## src/rtl/serial_adder_ctrl.sv

```systemverilog
// Bit-serial adder: one full-adder slice per cycle, LSB first, IDLE/SHIFT/DONE control.
// Optional subtract mode (input sub) when SERIAL_ADDER_SUB_EN is defined.
module serial_adder_ctrl #(
  parameter int unsigned WIDTH = 8
) (
  input  logic             clk,
  input  logic             reset,
  input  logic             start,
`ifdef SERIAL_ADDER_SUB_EN
  input  logic             sub,
`endif
  input  logic [WIDTH-1:0] a,
  input  logic [WIDTH-1:0] b,
  input  logic             ci,
  output logic [WIDTH-1:0] s,
  output logic             co,
  output logic             busy,
  output logic             done
);

  localparam int unsigned CNT_W = (WIDTH > 1) ? $clog2(WIDTH) : 1;

  typedef enum logic [1:0] {
    IDLE  = 2'd0,
    SHIFT = 2'd1,
    DONE  = 2'd2
  } state_e;

  state_e             state_q;
  logic [WIDTH-1:0]   a_q;
  logic [WIDTH-1:0]   b_q;
  logic [WIDTH-1:0]   res_q;
  logic               carry_q;
  logic [CNT_W-1:0]   cnt_q;
  logic [WIDTH-1:0]   s_q;
  logic               co_q;
  logic               busy_q;
  logic               done_q;

  logic               sum_bit_d;
  logic               carry_d;
  logic [WIDTH-1:0]   res_d;
  logic [WIDTH-1:0]   b_cap_d;
  logic               ci_cap_d;

  // Subtract mode: capture ~b with a forced carry-in of 1 (a + ~b + 1)
`ifdef SERIAL_ADDER_SUB_EN
  assign b_cap_d  = sub ? ~b : b;
  assign ci_cap_d = sub ? 1'b1 : ci;
`else
  assign b_cap_d  = b;
  assign ci_cap_d = ci;
`endif

  // One full-adder slice on the current LSBs; sum bit enters the result MSB
  assign sum_bit_d = a_q[0] ^ b_q[0] ^ carry_q;
  assign carry_d   = (a_q[0] & b_q[0]) | ((a_q[0] ^ b_q[0]) & carry_q);
  assign res_d     = {sum_bit_d, res_q[WIDTH-1:1]};

  always_ff @(posedge clk) begin
    if (reset) begin
      state_q <= IDLE;
      a_q     <= '0;
      b_q     <= '0;
      res_q   <= '0;
      carry_q <= 1'b0;
      cnt_q   <= '0;
      s_q     <= '0;
      co_q    <= 1'b0;
      busy_q  <= 1'b0;
      done_q  <= 1'b0;
    end else begin
      case (state_q)
        IDLE: begin
          done_q <= 1'b0;
          if (start) begin
            a_q     <= a;
            b_q     <= b_cap_d;
            carry_q <= ci_cap_d;
            res_q   <= '0;
            cnt_q   <= '0;
            busy_q  <= 1'b1;
            state_q <= SHIFT;
          end
        end
        SHIFT: begin
          a_q     <= a_q >> 1;
          b_q     <= b_q >> 1;
          carry_q <= carry_d;
          res_q   <= res_d;
          cnt_q   <= cnt_q + CNT_W'(1);
          // Last slice publishes the result in the same edge
          if (cnt_q == CNT_W'(WIDTH - 1)) begin
            s_q     <= res_d;
            co_q    <= carry_d;
            done_q  <= 1'b1;
            state_q <= DONE;
          end
        end
        DONE: begin
          done_q  <= 1'b0;
          busy_q  <= 1'b0;
          state_q <= IDLE;
        end
        default: begin
          done_q  <= 1'b0;
          busy_q  <= 1'b0;
          state_q <= IDLE;
        end
      endcase
    end
  end

  assign s    = s_q;
  assign co   = co_q;
  assign busy = busy_q;
  assign done = done_q;

endmodule

```

## config.mk

```make
export PLATFORM = sky130hd
export DESIGN_NAME = serial_adder_ctrl
export DESIGN_NICKNAME = d
export VERILOG_FILES = /design/src/rtl/serial_adder_ctrl.sv
export SDC_FILE = /design/constraint.sdc
export NUM_CORES = 1
export LEC_CHECK = 0
export ABC_AREA = 1
export CAP_MARGIN = 10
export CORE_ASPECT_RATIO = 2
export CORE_MARGIN = 5
export CORE_UTILIZATION = 56
export CTS_BUF_LIST = sky130_fd_sc_hd__clkbuf_8
export DETAILED_ROUTE_END_ITERATION = 16
export GPL_TIMING_DRIVEN = 0
export MAX_ROUTING_LAYER = met4
export PLACE_DENSITY = 0.87
export SYNTH_ARGS = -nofsm -noshare
export SYNTH_HDL_FRONTEND = slang
export SYNTH_SLANG_ARGS = --single-unit
```

## constraint.sdc

```tcl
create_clock -name clk -period 3.24 [get_ports clk]
set_clock_uncertainty 0.15 [all_clocks]
set_input_delay 0.486 -clock clk [delete_from_list [all_inputs] [get_ports clk]]
set_output_delay 0.486 -clock clk [all_outputs]
set_load 0.01 [all_outputs]
```

## After elaboration in Yosys (flattened, before gate mapping)

Index checks and enable logic that the tools add are counted.

- Register bits: 41
- Word-level logic and storage cells: 43
- Output and inout bits: 11
- Input port bits: 20

- Reduce and logical (&&, ||, !) cells: 7
- Bitwise operators: 6
- Mux-type cells: 15
- Eq/ne operators: 4
- Add/subtract/negate cells: 1

Operator list:

| cell | number |
|---|---|
| $pmux W8 S2 | 3 |
| $mux W8 | 3 |
| $reduce_and A2 Y1 | 4 |
| $pmux W3 S2 | 1 |
| $mux W2 | 2 |
| $ne A2 B2 Y1 const B | 2 |
| $pmux W1 S2 | 2 |
| $pmux W2 S2 | 1 |
| $add A3 B1 Y3 const B | 1 |
| $eq A3 B3 Y1 const B | 1 |
| $mux W3 | 1 |
| $and A1 B1 Y1 | 2 |
| $eq A2 B1 Y1 const B | 1 |
| $logic_not A2 Y1 | 1 |
| $mux W1 | 2 |
| $reduce_bool A2 Y1 | 1 |
| $reduce_or A2 Y1 | 1 |
| $xor A1 B1 Y1 | 2 |
| $not A1 Y1 | 1 |
| $or A1 B1 Y1 | 1 |

## Depth between registers and ports, before layout

- Depth after elaboration: 4
- Mapped depth: 7

## Least setup slack after synthesis

OpenSTA, ideal clock, no wires.

- Kind: reg2reg
- From: register cnt_q[0]
- To: register s_q[0], in the netlist s[0]
- Library setup time: 0.116 ns
- Buffers on the path: 0
- Arrival time: 1.155 ns
- Cell stages (with the launch flop): 8
- Setup slack: 1.819 ns
- Clock period less this slack: 1.421 ns
- Cells stage by stage: dfxtp_1 > ha_1 > ha_1 > inv_1 > nor2_4 > inv_1 > nor2_1 > nor2_1

- Word-level cells in the longest chain between the ends: 2

RTL lines:

| element | line | text |
|---|---|---|
| from (decl) | 34 | `logic [CNT_W-1:0] cnt_q;` |
| from (signal assigned) | 91 | `cnt_q <= cnt_q + CNT_W'(1);` |
| $eq A3 B3 Y1 | 93 | `if (cnt_q == CNT_W'(WIDTH - 1)) begin` |
| $reduce_and A2 Y1 (no source line) | -- |  |
| to (signal assigned) | 94 | `s_q <= res_d;` |
| to (decl) | 35 | `logic [WIDTH-1:0] s_q;` |

No other way between the ends.
A chain may end at the register's enable or synchronous reset.

## Final worst setup path

- From: register busy_q, in the netlist busy
- To: output port busy

RTL lines:

| element | line | text |
|---|---|---|
| from (decl) | 37 | `logic busy_q;` |
| from (signal assigned) | 70 | `busy_q <= 1'b0;` |
| from (signal assigned) | 82 | `busy_q <= 1'b1;` |
| from (signal assigned) | 102 | `busy_q <= 1'b0;` |
| to (decl) | 17 | `output logic busy,` |

No word-level cell between the ends.

==> results.md <==
- Overall global routing resource usage: 19.87%
- Area overhead of the layout relative to synthesis: 23.91%
- Kind of capture point of the worst setup path: primary output
- Cts bufs inserted: 5
- Synth Area in Adders: 2.411%
- Flops & latches, synth: 40
- Antenna violation net count after detailed routing: 0
- Simple logic cell fraction of the synthesized area: 28.94%
- Sequential Area: 800.8 µm²
- EDFF count, synth: 0
- Average footprint of a synthesized cell: 7.882 µm²
- Yosys warnings: 0
- Sequential share of power: 47.3%
- Dominant cell type by area after synthesis: sky130_fd_sc_hd__dfxtp_1
- Power dissipated by switching net loads: 0.2955 mW
- Portion of synthesized cell area occupied by the leading cell type: 42.87%
- Maxcap violations: 0
- Peak fanout along the critical path: 2
- Fraction of the cycle the final worst path needs: 56.58%
- Power per Cell Area: 489.5 nW/µm²
- Netlist area before placement: 1868 µm²
- CTS root buffer: sky130_fd_sc_hd__clkbuf_8
- Final setup TNS: 0 ns
- Number of antenna violations at the first check in global routing: 0
- Count of instances resized after the clock tree is built: 0
- Type of the setup path with the least slack: flip-flop to primary output
- Top cell family by delay on the critical path: buffers and inverters
- Switching part of the total: 26.08%
- Worst EP arrival: 1.20 ns
- Area used by multi-input combinational logic: 830.8 µm²
- Residual DRC count: 0
- Kind of start point of the critical path: flip-flop
- CP Cell Sequence: clkdlybuf4s50_1
- Number of vias in the routed layout: 1636
- Dpl hpwl: 3033 µm
- Unrepaired setup endpoints after global routing: false
- Post-synthesis mux area share: 0%
- Combinational share of power: 18.0%
- Maximum number of pins on one net before global-route repair: 13
- CP max-delay cell: sky130_fd_sc_hd__clkdlybuf4s50_1
- Wire length of the first global-routing pass: 7134 µm
- Net Count, Synth: 260
- Number of DRC violations after detailed-routing iteration 0: 39
- Total setup buffers inserted after CTS: 0
- Count of boundary I/O pins: 31
- Post-Synthesis Cells: 237
- Run status: completed
- Crit path required time: 2.60 ns
- Maximum clock frequency: 0.5455 GHz
- Wirelength per Cell: 13.66 µm
- Number of buffers inserted by hold repair at cts: 0
- Vias in the first global route: 1647
- Top_reg_cell synth: sky130_fd_sc_hd__dfxtp_1
- Clock Latency Late Sink: 0.29 ns
- Cell variety after synth: 25
- Clock Power Share: 34.7%
- Number of sinks on the clock net: 40
- Core area: 3193 µm²
- Die outline area: 4661 µm²
- Ratio of cells with drive above 1 in the final layout: 15.27%
- Hold path startpoint: a_q[7]
- Die width: 50.84 µm
- TritonRoute pass-1 iters: 4
- Standby leakage power: 1.006 nW
- Initial core utilization: 58.50%
- Most frequently used cell type in the post-synthesis netlist: sky130_fd_sc_hd__nand3_1
- P_int: 0.8376 mW
- Post-CTS clock slew at the launch and capture registers of the worst setup and hold paths: 0.07 ns
- Drt total wl: 4181 µm
- Xor and xnor fraction of the mapped netlist area: 0%
- Maximum level of the CTS H-tree: 2
- Total setup violations reported at the end of the flow: 0
- TritonCTS clock tree: yes
- Final Max Slew Viols: 0
- Cell types with the largest area share after synthesis: sky130_fd_sc_hd__dfxtp_1 43%, sky130_fd_sc_hd__nand3_1 11%, sky130_fd_sc_hd__inv_1 6.6%, sky130_fd_sc_hd__nand2_1 6.0%, sky130_fd_sc_hd__nor2_1 5.0%
- Maximum ir drop on the vdd rail: 0.0005262 V
- Worst max-slew margin expressed relative to the limit: 55.59%
- Routed vias/inst: 5.346
- Transition time of the tightest slew-check pin: 0.6661 ns
- Origin of the worst setup path: busy
- Bufs and invs on worst path: 1
- Dominant combinational cell family by area after synthesis: simple AND/OR/NAND/NOR gates
- Overall die height: 91.68 µm
- Biggest cell delay along the critical path: 0.55 ns
- Buffer levels on the longest clock path: 2
- NumNets Final: 297
- Top post-synthesis cells by count: 41 x sky130_fd_sc_hd__nand3_1, 40 x sky130_fd_sc_hd__dfxtp_1, 33 x sky130_fd_sc_hd__inv_1, 30 x sky130_fd_sc_hd__nand2_1, 25 x sky130_fd_sc_hd__nor2_1
- Diodes inserted: 0
- Input/output buffers: 30
- Type of the most critical hold path: flip-flop to flip-flop
- Std-Cell Rows: 29
- Aggregate global routing overflow: 0
- Final core utilization: 72.49%
- Gpl congestion: 0.8205
- Filler Cells Inserted: 253
- Worst reg2reg path startpoint: cnt_q[0]
- Share of async-settable or async-resettable flops after synthesis: 0%
- Count of endpoints failing hold in the final timing report: 0
- Sequential-to-total area share from yosys stat: 42.87%
- Final period demand of the worst path: 1.833 ns
- Compound-Gate Fraction of Synth Area: 13.13%
sequential cells by signal, summed over array words and instances, names as in the netlist:
register  count
a_q           8
b_q           8
busy          1
carry_q       1
cnt_q         3
co            1
done          1
res_q         7
s             8
state_q       2
layout by cell type (no fill, tap or decap), types with 2 or more instances in the layout:
cell	count
sky130_fd_sc_hd__o21ai_1	3
sky130_fd_sc_hd__buf_2	2
sky130_fd_sc_hd__ha_1	2
sky130_fd_sc_hd__inv_1	34
sky130_fd_sc_hd__nor2_1	25
sky130_fd_sc_hd__o21ai_2	4
sky130_fd_sc_hd__clkdlybuf4s50_1	30
sky130_fd_sc_hd__a21oi_2	9
sky130_fd_sc_hd__buf_6	4
sky130_fd_sc_hd__dfxtp_1	40
sky130_fd_sc_hd__nand3_2	8
sky130_fd_sc_hd__nand3_1	41
sky130_fd_sc_hd__clkbuf_1	4
sky130_fd_sc_hd__buf_4	2
sky130_fd_sc_hd__clkbuf_8	5
sky130_fd_sc_hd__nand2_1	30
sky130_fd_sc_hd__o21ai_0	11
sky130_fd_sc_hd__o22ai_1	5
sky130_fd_sc_hd__a21oi_1	6
per-layer routing:
metal | share of wire (%) | track usage, %
met1 | 39 | 22.25
met2 | 54 | 31.95
met3 | 3.7 | 3.734
met4 | 2.9 | 11.30
met5 | 0 | -
worst paths after layout:
path	slack (ns)	cells past startpoint	end
worst max-delay path	1.41	1	busy
worst min-delay path	0.31	2	a_q[7]
worst max register to register	1.54	7	s[2]
worst min register to register	0.31	2	a_q[7]
cells by family after synthesis:
group                    Yosys count
buffers and inverters             48
AND/OR/NAND/NOR                  108
adder cells (fa/ha/maj)            3
AO/OA/AOI/OAI                     38
flip-flops                        40
area by class of cell:
cell class | instances | share of cell area [%]
Clock buffer | 5 | 2.973
Sequential cell | 40 | 34.59
Multi-Input combinational cell | 149 | 35.89
Clock inverter | 3 | 1.676
Timing Repair Buffer | 30 | 12.97
Tap cell | 31 | 1.676
Buffer | 14 | 4.703
Inverter | 34 | 5.513
power by group through the flow:
stage	logic [mW]	registers (mW)	clock network, mW
2_1_floorplan	0.145	0.543	0
3_3_place_gp	0.198	0.546	0
3_5_place_dp	0.203	0.547	0
4_1_cts	0.204	0.535	0.398
5_1_grt	0.226	0.539	0.422
6_report	0.203	0.536	0.394
through the flow:
step | instance area [µm²] | setup WS (ns) | power (mW) | std cells | hold WS (ns)
after floorplan | 1868 | 1.819 | 0.6887 | 237 | 0.2874
after global placement | 2207 | 1.206 | 0.7435 | 298 | 0.2984
after detailed placement | 2207 | 1.171 | 0.7497 | 298 | 0.2992
after CTS | 2315 | 1.406 | 1.138 | 306 | 0.3117
after global routing | 2315 | 1.290 | 1.187 | 306 | 0.3461
final | 2315 | 1.407 | 1.133 | 306 | 0.3134
tightest hold or removal path, delay by kind of cell (launching register included):
kind,cells,cell delay [ns]
simple gates,1,0.06
compound gates,1,0.05
flops,1,0.31
(Power assumes the default switching activity.)
